[config.mk]
export PLATFORM = sky130hd
export DESIGN_NAME = usb_piso_stream_flat
export DESIGN_NICKNAME = d
export VERILOG_FILES = /design/src/rtl/usb_piso_stream_if.sv /design/src/rtl/usb_piso_stream.sv /design/src/flat_wrapper.sv
export SDC_FILE = /design/constraint.sdc
export NUM_CORES = 1
export LEC_CHECK = 0
export ABC_AREA = 1
export BUFFER_PORTS_ARGS = -buffer_cell sky130_fd_sc_hd__buf_2
export CORE_MARGIN = 2
export CORE_UTILIZATION = 45
export DETAILED_ROUTE_END_ITERATION = 8
export PLACE_DENSITY = 0.66
export SETUP_SLACK_MARGIN = 0.02
export SYNTH_ARGS = -nofsm -noshare
export SYNTH_HDL_FRONTEND = slang
export SYNTH_SLANG_ARGS = --single-unit
[constraint.sdc]
create_clock -name clk -period 4.5 [get_ports clk]
set_input_delay 0.45 -clock clk [delete_from_list [all_inputs] [get_ports clk]]
set_output_delay 0.45 -clock clk [all_outputs]
set_load 0.02 [all_outputs]
[src/rtl/usb_piso_stream_if.sv]
// Payload word stream into the USB transmit serializer: word, end-of-packet flag,
// and a valid/ready handshake.
interface usb_piso_stream_if #(
  parameter int DATA_WIDTH = 8
);
  logic [DATA_WIDTH-1:0] s_data;
  logic                  s_last;
  logic                  s_valid;
  logic                  s_ready;

  modport master (output s_data, output s_last, output s_valid, input s_ready);
  modport slave  (input s_data, input s_last, input s_valid, output s_ready);
endinterface

[src/rtl/usb_piso_stream.sv]
// USB hub transmit serializer: queued payload words plus injected SYNC/PID/ACK bytes, shifted LSB first.
// Optional bit stuffing is enabled by defining USB_PISO_BIT_STUFF_EN.
module usb_piso_stream #(
  parameter int DATA_WIDTH = 8,
  parameter int DEPTH      = 4,
  parameter int LVL_W      = $clog2(DEPTH + 1)
) (
  input  logic             clk,
  input  logic             rst,
  usb_piso_stream_if.slave s,
  input  logic             request_serial_data,
  input  logic [1:0]       request_serial_data_type,
  input  logic [3:0]       pid_in,
  output logic             ctrl_busy,
  output logic             piso_data_out,
  output logic             piso_data_val,
  output logic             piso_data_last,
  output logic [LVL_W-1:0] fifo_level
);

  localparam int PW = $clog2(DEPTH);
  localparam int CW = $clog2(DATA_WIDTH + 1);

  typedef enum logic {IDLE, SHIFT} state_t;

  function automatic logic [7:0] ctrl_encode(input logic [1:0] typ, input logic [3:0] pid);
    case (typ)
      2'd1:    ctrl_encode = 8'h80;
      2'd2:    ctrl_encode = {~pid, pid};
      default: ctrl_encode = 8'hD2;
    endcase
  endfunction

  state_t                state;
  logic [DATA_WIDTH:0]   mem [DEPTH];
  logic [PW-1:0]         wr_ptr;
  logic [PW-1:0]         rd_ptr;
  logic [LVL_W-1:0]      level;
  logic                  ctrl_full;
  logic                  ctrl_last;
  logic [7:0]            ctrl_byte;
  logic [DATA_WIDTH-1:0] shift;
  logic [CW-1:0]         bit_cnt;
  logic [CW-1:0]         cur_len;
  logic                  cur_last;
  logic                  out_bit;
  logic                  out_val;
  logic                  out_last;
  logic                  push;
  logic                  pop;
  logic                  adv;
  logic                  load_ctrl;
  logic                  final_bit;
  logic                  stall;

`ifdef USB_PISO_BIT_STUFF_EN
  logic [2:0] ones;
  logic       stuff_pend;
  logic       stuff_last;
  logic       emit_last;
  assign stall     = stuff_pend;
  assign emit_last = final_bit && cur_last;
`else
  assign stall = 1'b0;
`endif

  assign s.s_ready      = (level != LVL_W'(DEPTH));
  assign ctrl_busy      = ctrl_full;
  assign fifo_level     = level;
  assign piso_data_out  = out_bit;
  assign piso_data_val  = out_val;
  assign piso_data_last = out_last;

  // The next source is taken from IDLE or on the final bit of the current entry; control wins.
  assign push      = s.s_valid && s.s_ready;
  assign final_bit = (state == SHIFT) && (bit_cnt == cur_len - CW'(1));
  assign adv       = !stall && ((state == IDLE) || final_bit);
  assign load_ctrl = adv && ctrl_full;
  assign pop       = adv && !ctrl_full && (level != '0);

  always_ff @(posedge clk) begin
    if (push) mem[wr_ptr] <= {s.s_last, s.s_data};
  end

  always_ff @(posedge clk) begin
    if (!rst) begin
      ctrl_full <= 1'b0;
    end else if (load_ctrl) begin
      ctrl_full <= 1'b0;
    end else if (request_serial_data && !ctrl_full && (request_serial_data_type != 2'd0)) begin
      ctrl_full <= 1'b1;
      ctrl_byte <= ctrl_encode(request_serial_data_type, pid_in);
      ctrl_last <= (request_serial_data_type == 2'd3);
    end
  end

  always_ff @(posedge clk) begin
    if (!rst) begin
      state    <= IDLE;
      wr_ptr   <= '0;
      rd_ptr   <= '0;
      level    <= '0;
      bit_cnt  <= '0;
      out_bit  <= 1'b0;
      out_val  <= 1'b0;
      out_last <= 1'b0;
`ifdef USB_PISO_BIT_STUFF_EN
      ones       <= 3'd0;
      stuff_pend <= 1'b0;
      stuff_last <= 1'b0;
`endif
    end else begin
      if (push) wr_ptr <= wr_ptr + PW'(1);
      if (pop)  rd_ptr <= rd_ptr + PW'(1);
      case ({push, pop})
        2'b10:   level <= level + LVL_W'(1);
        2'b01:   level <= level - LVL_W'(1);
        default: level <= level;
      endcase

      out_bit  <= 1'b0;
      out_val  <= 1'b0;
      out_last <= 1'b0;

`ifdef USB_PISO_BIT_STUFF_EN
      // Stuffed zero: everything else holds for this cycle.
      if (stuff_pend) begin
        out_val    <= 1'b1;
        out_last   <= stuff_last;
        stuff_pend <= 1'b0;
        ones       <= 3'd0;
      end else
`endif
      if (state == SHIFT) begin
        out_bit <= shift[0];
        out_val <= 1'b1;
`ifdef USB_PISO_BIT_STUFF_EN
        if (shift[0] && (ones == 3'd5)) begin
          stuff_pend <= 1'b1;
          stuff_last <= emit_last;
          ones       <= 3'd0;
        end else begin
          out_last <= emit_last;
          ones     <= shift[0] ? ones + 3'd1 : 3'd0;
        end
`else
        out_last <= final_bit && cur_last;
`endif
        if (!final_bit) begin
          shift   <= shift >> 1;
          bit_cnt <= bit_cnt + CW'(1);
        end
      end
`ifdef USB_PISO_BIT_STUFF_EN
      else begin
        ones <= 3'd0;
      end
`endif

      if (load_ctrl) begin
        shift    <= DATA_WIDTH'(ctrl_byte);
        cur_len  <= CW'(8);
        cur_last <= ctrl_last;
        bit_cnt  <= '0;
        state    <= SHIFT;
      end else if (pop) begin
        {cur_last, shift} <= mem[rd_ptr];
        cur_len  <= CW'(DATA_WIDTH);
        bit_cnt  <= '0;
        state    <= SHIFT;
      end else if (adv) begin
        state <= IDLE;
      end
    end
  end

endmodule

[src/flat_wrapper.sv]
// flat-port wrapper written by rule: the top's interface ports become plain ports
module usb_piso_stream_flat 
#(
  parameter int DATA_WIDTH = 8,
  parameter int DEPTH      = 4,
  parameter int LVL_W      = $clog2(DEPTH + 1)
)
  (clk, rst, request_serial_data, request_serial_data_type, pid_in, ctrl_busy, piso_data_out, piso_data_val, piso_data_last, fifo_level, s_s_data, s_s_last, s_s_valid, s_s_ready);
  usb_piso_stream_if #(.DATA_WIDTH(DATA_WIDTH)) s_i ();
  input  logic clk;
  input  logic rst;
  input  logic request_serial_data;
  input  logic [1:0] request_serial_data_type;
  input  logic [3:0] pid_in;
  output logic ctrl_busy;
  output logic piso_data_out;
  output logic piso_data_val;
  output logic piso_data_last;
  output logic [LVL_W-1:0] fifo_level;
  input wire logic [$bits(s_i.s_data)-1:0] s_s_data;
  input wire logic [$bits(s_i.s_last)-1:0] s_s_last;
  input wire logic [$bits(s_i.s_valid)-1:0] s_s_valid;
  output wire logic [$bits(s_i.s_ready)-1:0] s_s_ready;
  assign s_i.s_data = s_s_data;
  assign s_i.s_last = s_s_last;
  assign s_i.s_valid = s_s_valid;
  assign s_s_ready = s_i.s_ready;
  usb_piso_stream #(.DATA_WIDTH(DATA_WIDTH), .DEPTH(DEPTH), .LVL_W(LVL_W)) u_core (.clk(clk), .rst(rst), .s(s_i), .request_serial_data(request_serial_data), .request_serial_data_type(request_serial_data_type), .pid_in(pid_in), .ctrl_busy(ctrl_busy), .piso_data_out(piso_data_out), .piso_data_val(piso_data_val), .piso_data_last(piso_data_last), .fifo_level(fifo_level));
endmodule
After elaboration in Yosys (flattened, before gate mapping)
Memory sizes are Yosys's and may differ from the RTL's. A register that Yosys moved wholly into a read port is not among the register bits.
Cells that the tools add are included.
- equal/unequal tests: 8
- mux-type cells: 16
- add/sub/neg operators: 5
- bitwise gates (word level): 5
- reductions and logical operators: 23
- operators with widths (kind ; number):
    8-bit 2-to-1 mux ; 4
    8-bit case mux with 2 select lines ; 1
    3-bit nonzero test ; 3
    1-bit logical AND ; 8
    1-bit 2-to-1 mux ; 8
    2-bit equality test (second input constant) ; 3
    3-bit case mux with 2 select lines ; 1
    2-bit AND reduction ; 3
    3-bit AND reduction ; 2
    2-bit nonzero test ; 3
    2-bit by 1-bit adder with 2-bit output (second input constant) ; 2
    4-bit by 1-bit adder with 4-bit output (second input constant) ; 1
    2-bit by 1-bit equality test with 1-bit output (second input constant) ; 2
    4-bit by 3-bit equality test with 1-bit output (second input constant) ; 1
    2-bit 2-to-1 mux ; 2
    1-bit NOT ; 4
    4-bit NOT ; 1
    3-bit by 1-bit adder with 3-bit output (second input constant) ; 1
    3-bit by 1-bit != test with 1-bit output (second input constant) ; 1
    3-bit != test (second input constant) ; 1
    3-bit OR reduction ; 1
    3-bit by 1-bit subtractor with 3-bit output (second input constant) ; 1
    2-bit OR reduction ; 1
    1-bit logical NOT ; 1
    1-bit logical OR ; 1
- memory bits (writable): 36
- register bits after elaboration: 34
- output and inout bits: 8
- memories kept: 1
- word-level logic and storage cells: 71
- memory list (name ; depth ; width ; read ports ; clocked after Yosys merged registers in ; wr ports ; RTL line ; text):
    u_core.mem ; 4 ; 9 ; 1 ; 1 ; 1 ; usb_piso_stream.sv:35 ; logic [DATA_WIDTH:0] mem [DEPTH];

Logic depth before layout (Yosys ltp)
- depth in word-level cells: 7
- gate-level depth with buffers: 10
- gate-level depth less buffers: 10

Least setup slack after synthesis
Ideal clock, no wire load.
- path kind: reg-to-reg
- start point: register u_core.bit_cnt[0]
- end point: register u_core.level[2] (netlist: u_core.fifo_level[2])
- library setup time: 0.115 ns
- path slack: 2.583 ns
- arrival time: 1.802 ns
- cell stages (with the launch flop): 11
- data required time: 4.385 ns
- cell sequence: dfxtp_1 > ha_1 > nand3_4 > a21oi_1 > nand3_1 > fa_1 > nand3b_1 > nand2_1 > nand3_1 > nand2_1 > nor2_1
- cells in the longest elaborated chain, start to end: 7
- ends and longest elaborated chain (item ; RTL line ; text):
    start, declared ; usb_piso_stream.sv:43 ; logic [CW-1:0] bit_cnt;
    start signal, assigned ; usb_piso_stream.sv:151 ; bit_cnt <= bit_cnt + CW'(1);
    4-bit by 3-bit equality test with 1-bit output * ; usb_piso_stream.sv:76 ; assign final_bit = (state == SHIFT) && (bit_cnt == cur_len - CW'(1));
    1-bit logical AND * ; usb_piso_stream.sv:76 ;
    1-bit logical OR * ; usb_piso_stream.sv:77 ; assign adv = !stall && ((state == IDLE) || final_bit);
    1-bit logical AND * (2 in series) ; usb_piso_stream.sv:79 ; assign pop = adv && !ctrl_full && (level != '0);
    2-bit by 1-bit equality test with 1-bit output / 2-bit equality test (equally long branches) ; usb_piso_stream.sv:115 ; case ({push, pop})
    3-bit case mux with 2 select lines / 2-bit nonzero test (equally long branches) ; - ;
    end signal, assigned ; usb_piso_stream.sv:116 ; 2'b10: level <= level + LVL_W'(1);
    end signal, assigned ; usb_piso_stream.sv:117 ; 2'b01: level <= level - LVL_W'(1);
    end signal, assigned ; usb_piso_stream.sv:118 ; default: level <= level;
    end, declared ; usb_piso_stream.sv:38 ; logic [LVL_W-1:0] level;
Every way passes the cells marked *; elsewhere a longest branch is shown, timed or not.
A chain may end at the register's enable or synchronous reset.

Worst setup path in the final report
- start point: register u_core.bit_cnt[0]
- end point: register u_core.shift[4] (enable)
- cells in the longest elaborated chain, start to end: 7
- ends and longest elaborated chain (item ; RTL line ; text):
    4-bit by 3-bit equality test with 1-bit output * ; usb_piso_stream.sv:76 ;
    1-bit logical AND * ; usb_piso_stream.sv:76 ;
    1-bit logical OR ; usb_piso_stream.sv:77 ;
    1-bit logical AND (2 in series) ; usb_piso_stream.sv:79 ;
    3-bit by 1-bit != test with 1-bit output (no line) / 3-bit nonzero test (equally long branches) ; - ;
    3-bit AND reduction (no line) * ; - ;
    end signal, assigned ; usb_piso_stream.sv:150 ; shift <= shift >> 1;
    end signal, assigned ; usb_piso_stream.sv:161 ; shift <= DATA_WIDTH'(ctrl_byte);
    end signal, assigned ; usb_piso_stream.sv:167 ; {cur_last, shift} <= mem[rd_ptr];
    end, declared ; usb_piso_stream.sv:42 ; logic [DATA_WIDTH-1:0] shift;
Marked as above.

==> results.toml <==
[die]
rows = 30
core_um2 = 6760
initial_core_util_pct = 46.2
die_h_um = 87.3
num_io_pins = 27
die_area_um2 = 7630
dieWidth_um = 87.3

[cells_and_area]
regArea_um2 = 1980
final_common_cell = "nand2_1"
area_growth_pct = 12.2
drive_above_1_share_pct = 17.8
multi_input_area_um2 = 962
nFillCells = 598
antenna_cells = 0
layout_common_cells = "79 x nand2_1, 54 x edfxtp_1, 32 x inv_1"
num-nets-final = 356
finalNonFillerCells = 412

[clock_tree]
cts_tree = "done"
htree_levels = 3
root_buffer = "clkbuf_8"
clk_pin_slew_ns = 0.09
cts_setup_buffers = 0
ctsResizeCount = 0
clkLatencyLatePin_ns = 0.35
cts-hold-fix-buffers = 0
cts_buffers = 9
cts.sinks = 72
clockBufferDepth = 2

[sta]
max_freq_mhz = 477
min_period_over_period_pct = 46.6
drv_slew = 0
min_period_ns = 2.10
fin_tns_setup_ns = 0
setup_ws_ns = 2.40
rsz0062_at_grt = "no"
tightestPinTransition_ns = 1.09
skew_ns = 0.0148
maxSlewHeadroom_pct = 26.7
hold_viol_final = 0
finalSetupViolCount = 0
hold_slack_ns = 0.309

[hold_path]
whs_path_depth = 1
hp-class = "in -> reg"

[power]
p_switching_uw = 736
power.combinational.fraction_pct = 28.7
clock_power_share_pct = 25.4
p_per_area_nw_per_um2 = 583
power_switching_share_pct = 36.0
intPower_uw = 1310
p_seq_share_pct = 45.9
leakage_uw = 0.00145
p_total_uw = 2040
max-vdd-ir-drop_mv = 0.263

[global_route]
antenna_found_initial = 0
grt_use_total_pct = 15.9
grt_pass1_vias = 1907
grt_max_degree = 20
grt_pass1_wl_um = 8960
grt_overflow = 0

[yosys]
syn_inst = 298
syn_nets = 327
yosysWarnings = 0
synth.ff_latch_count = 72
syn_area_per_cell_um2 = 10.5
yosysUniqueCellTypes = 32
ys_seq_area_share_pct = 63.4
netlist_area_um2 = 3120

[flow_run]
maxCapViolations = 0

[placed_design]
dpl.cell_count = 396
finalWeightedCongestion = 0.787
hpwl_um = 3860
pre_cts_ws_ns = 2.31
portBuffers = 26

[drt]
routedWlPerCell_um = 13.5
dr.first_iter.drc_count = 96
dr.pass1.iters = 4
via_per_inst = 5.02
drt-total-wl_um = 5570
vias = 2069
drc_errors = 0
ant_nets = 0

[critical_path]
cp_data_required_time_ns = 4.52
reg2reg_depth = 9
worst_path_max_delay_cell = "dfxtp_1"
critPathLaunchType = "flop"
path_cells = "ha_1, nand3_4, nand2_4, nand2_4, inv_1, nor2_2, nand2_1, nand2_1, inv_1"
crit_type = "reg -> reg"
critPathArrivalTime_ns = 2.11
cp_max_fo = 11
end_kind = "flop"
max_stage_delay_ns = 0.38

[run_status]
outcome = "finished, final reports clean"
-- per-layer routing --
layer | wire (µm) | share of wire, % | global-route usage (%) | vias to the layer above
met3 | 176 | 3.2 | 4.17 | 15
li1 | - | - | - | 1050
met5 | 0 | 0 | 0 | -
met4 | 145 | 2.6 | 9.37 | 0
met1 | 2620 | 47 | 20.3 | 970
met2 | 2620 | 47 | 24.3 | 34
-- cell families after synthesis --
| family | after synthesis | share of synthesized area [%] |
|---|---|---|
| AO/OA/AOI/OAI | 37 | 7.05 |
| adder cells (fa/ha/maj) | 10 | 4.25 |
| buffers and inverters | 42 | 5.77 |
| AND/OR/NAND/NOR | 136 | 19.2 |
| XOR/XNOR | 1 | 0.280 |
| flip-flops | 72 | 63.4 |
-- cell type report --
cell class                 count  share of cell area, %
sequential                    72                   56.6
multi-input combinational    184                   27.5
timing repair buffer          26                   3.71
inverter                      34                   3.64
clock buffer                   9                   3.53
tap                           80                   2.86
clock inverter                 7                   2.25
-- metrics by stage --
stage | util [%] | instance area (µm²)
6_report | 51.9 | 3500
5_1_grt | 51.9 | 3500
2_1_floorplan | - | 3120
4_1_cts | 51.9 | 3500
3_3_place_gp | 48.9 | 3300
3_5_place_dp | 48.9 | 3300
-- cell usage after synthesis --
| library cell | instances | area (µm²) |
|---|---|---|
| nor3_1 | 1 | 5.00 |
| or2_2 | 1 | 6.26 |
| a211oi_1 | 1 | 7.51 |
| nand2_1 | 79 | 297 |
| nand3b_1 | 1 | 7.51 |
| ha_1 | 9 | 113 |
| nand2_2 | 2 | 12.5 |
| o22a_1 | 1 | 8.76 |
| nand3_4 | 2 | 35.0 |
| nor3_2 | 1 | 10.0 |
| nand4_1 | 1 | 6.26 |
| fa_1 | 1 | 20.0 |
| a31oi_1 | 1 | 6.26 |
| buf_2 | 3 | 15.0 |
| nor2_1 | 26 | 97.6 |
| inv_1 | 32 | 120 |
| nand2_4 | 2 | 22.5 |
| xor2_1 | 1 | 8.76 |
| buf_4 | 3 | 22.5 |
| dfxtp_1 | 18 | 360 |
| inv_2 | 2 | 7.51 |
| buf_6 | 1 | 11.3 |
| o211ai_1 | 2 | 15.0 |
| a21oi_1 | 12 | 60.1 |
| o21ai_0 | 11 | 55.1 |
| nand3_1 | 19 | 95.1 |
| edfxtp_1 | 54 | 1620 |
| o21ai_1 | 3 | 15.0 |
| nor2_2 | 1 | 6.26 |
| o21ai_2 | 5 | 43.8 |
| clkbuf_1 | 1 | 3.75 |
| a21oi_2 | 1 | 8.76 |
-- sequential cells by signal, summed over array words and instances (netlist names), named ones only --
| name | count |
|---|---|
| u_core.rd_ptr | 2 |
| u_core.wr_ptr | 2 |
| u_core.ctrl_last | 1 |
| u_core.ctrl_busy | 1 |
| u_core.piso_data_val | 1 |
| u_core.cur_last | 1 |
| u_core.fifo_level | 3 |
| u_core.state | 1 |
| u_core.bit_cnt | 4 |
| u_core.ctrl_byte | 8 |
| u_core.shift | 8 |
| u_core.mem | 36 |
| u_core.piso_data_last | 1 |
| u_core.piso_data_out | 1 |
-- worst max-delay path: cells and delay by family (launching register included) --
family | cells | cell delay, ns
adders and majority gates | 1 | 0.25
buffers and inverters | 2 | 0.54
DFF | 1 | 0.38
and+or+nand+nor | 6 | 0.58
-- final timing paths --
path	start	endpoint	slack, ns
setup reg to reg	u_core.bit_cnt[0]	u_core.shift[4]	2.40
hold / removal	s_s_data[3]	u_core.mem[3][3]	0.31
setup / recovery	u_core.bit_cnt[0]	u_core.shift[4]	2.40
hold reg to reg	u_core.cur_last	u_core.piso_data_last	0.48
-- power groups by stage --
stage	Sequential, µW	Combinational, µW	Clock (µW)
finish	938	586	518
global route	952	673	554
CTS	940	594	530
detailed placement	955	589	0
global placement	951	573	0
floorplan	928	475	0
No activity file was read; power rests on OpenSTA's default activity.
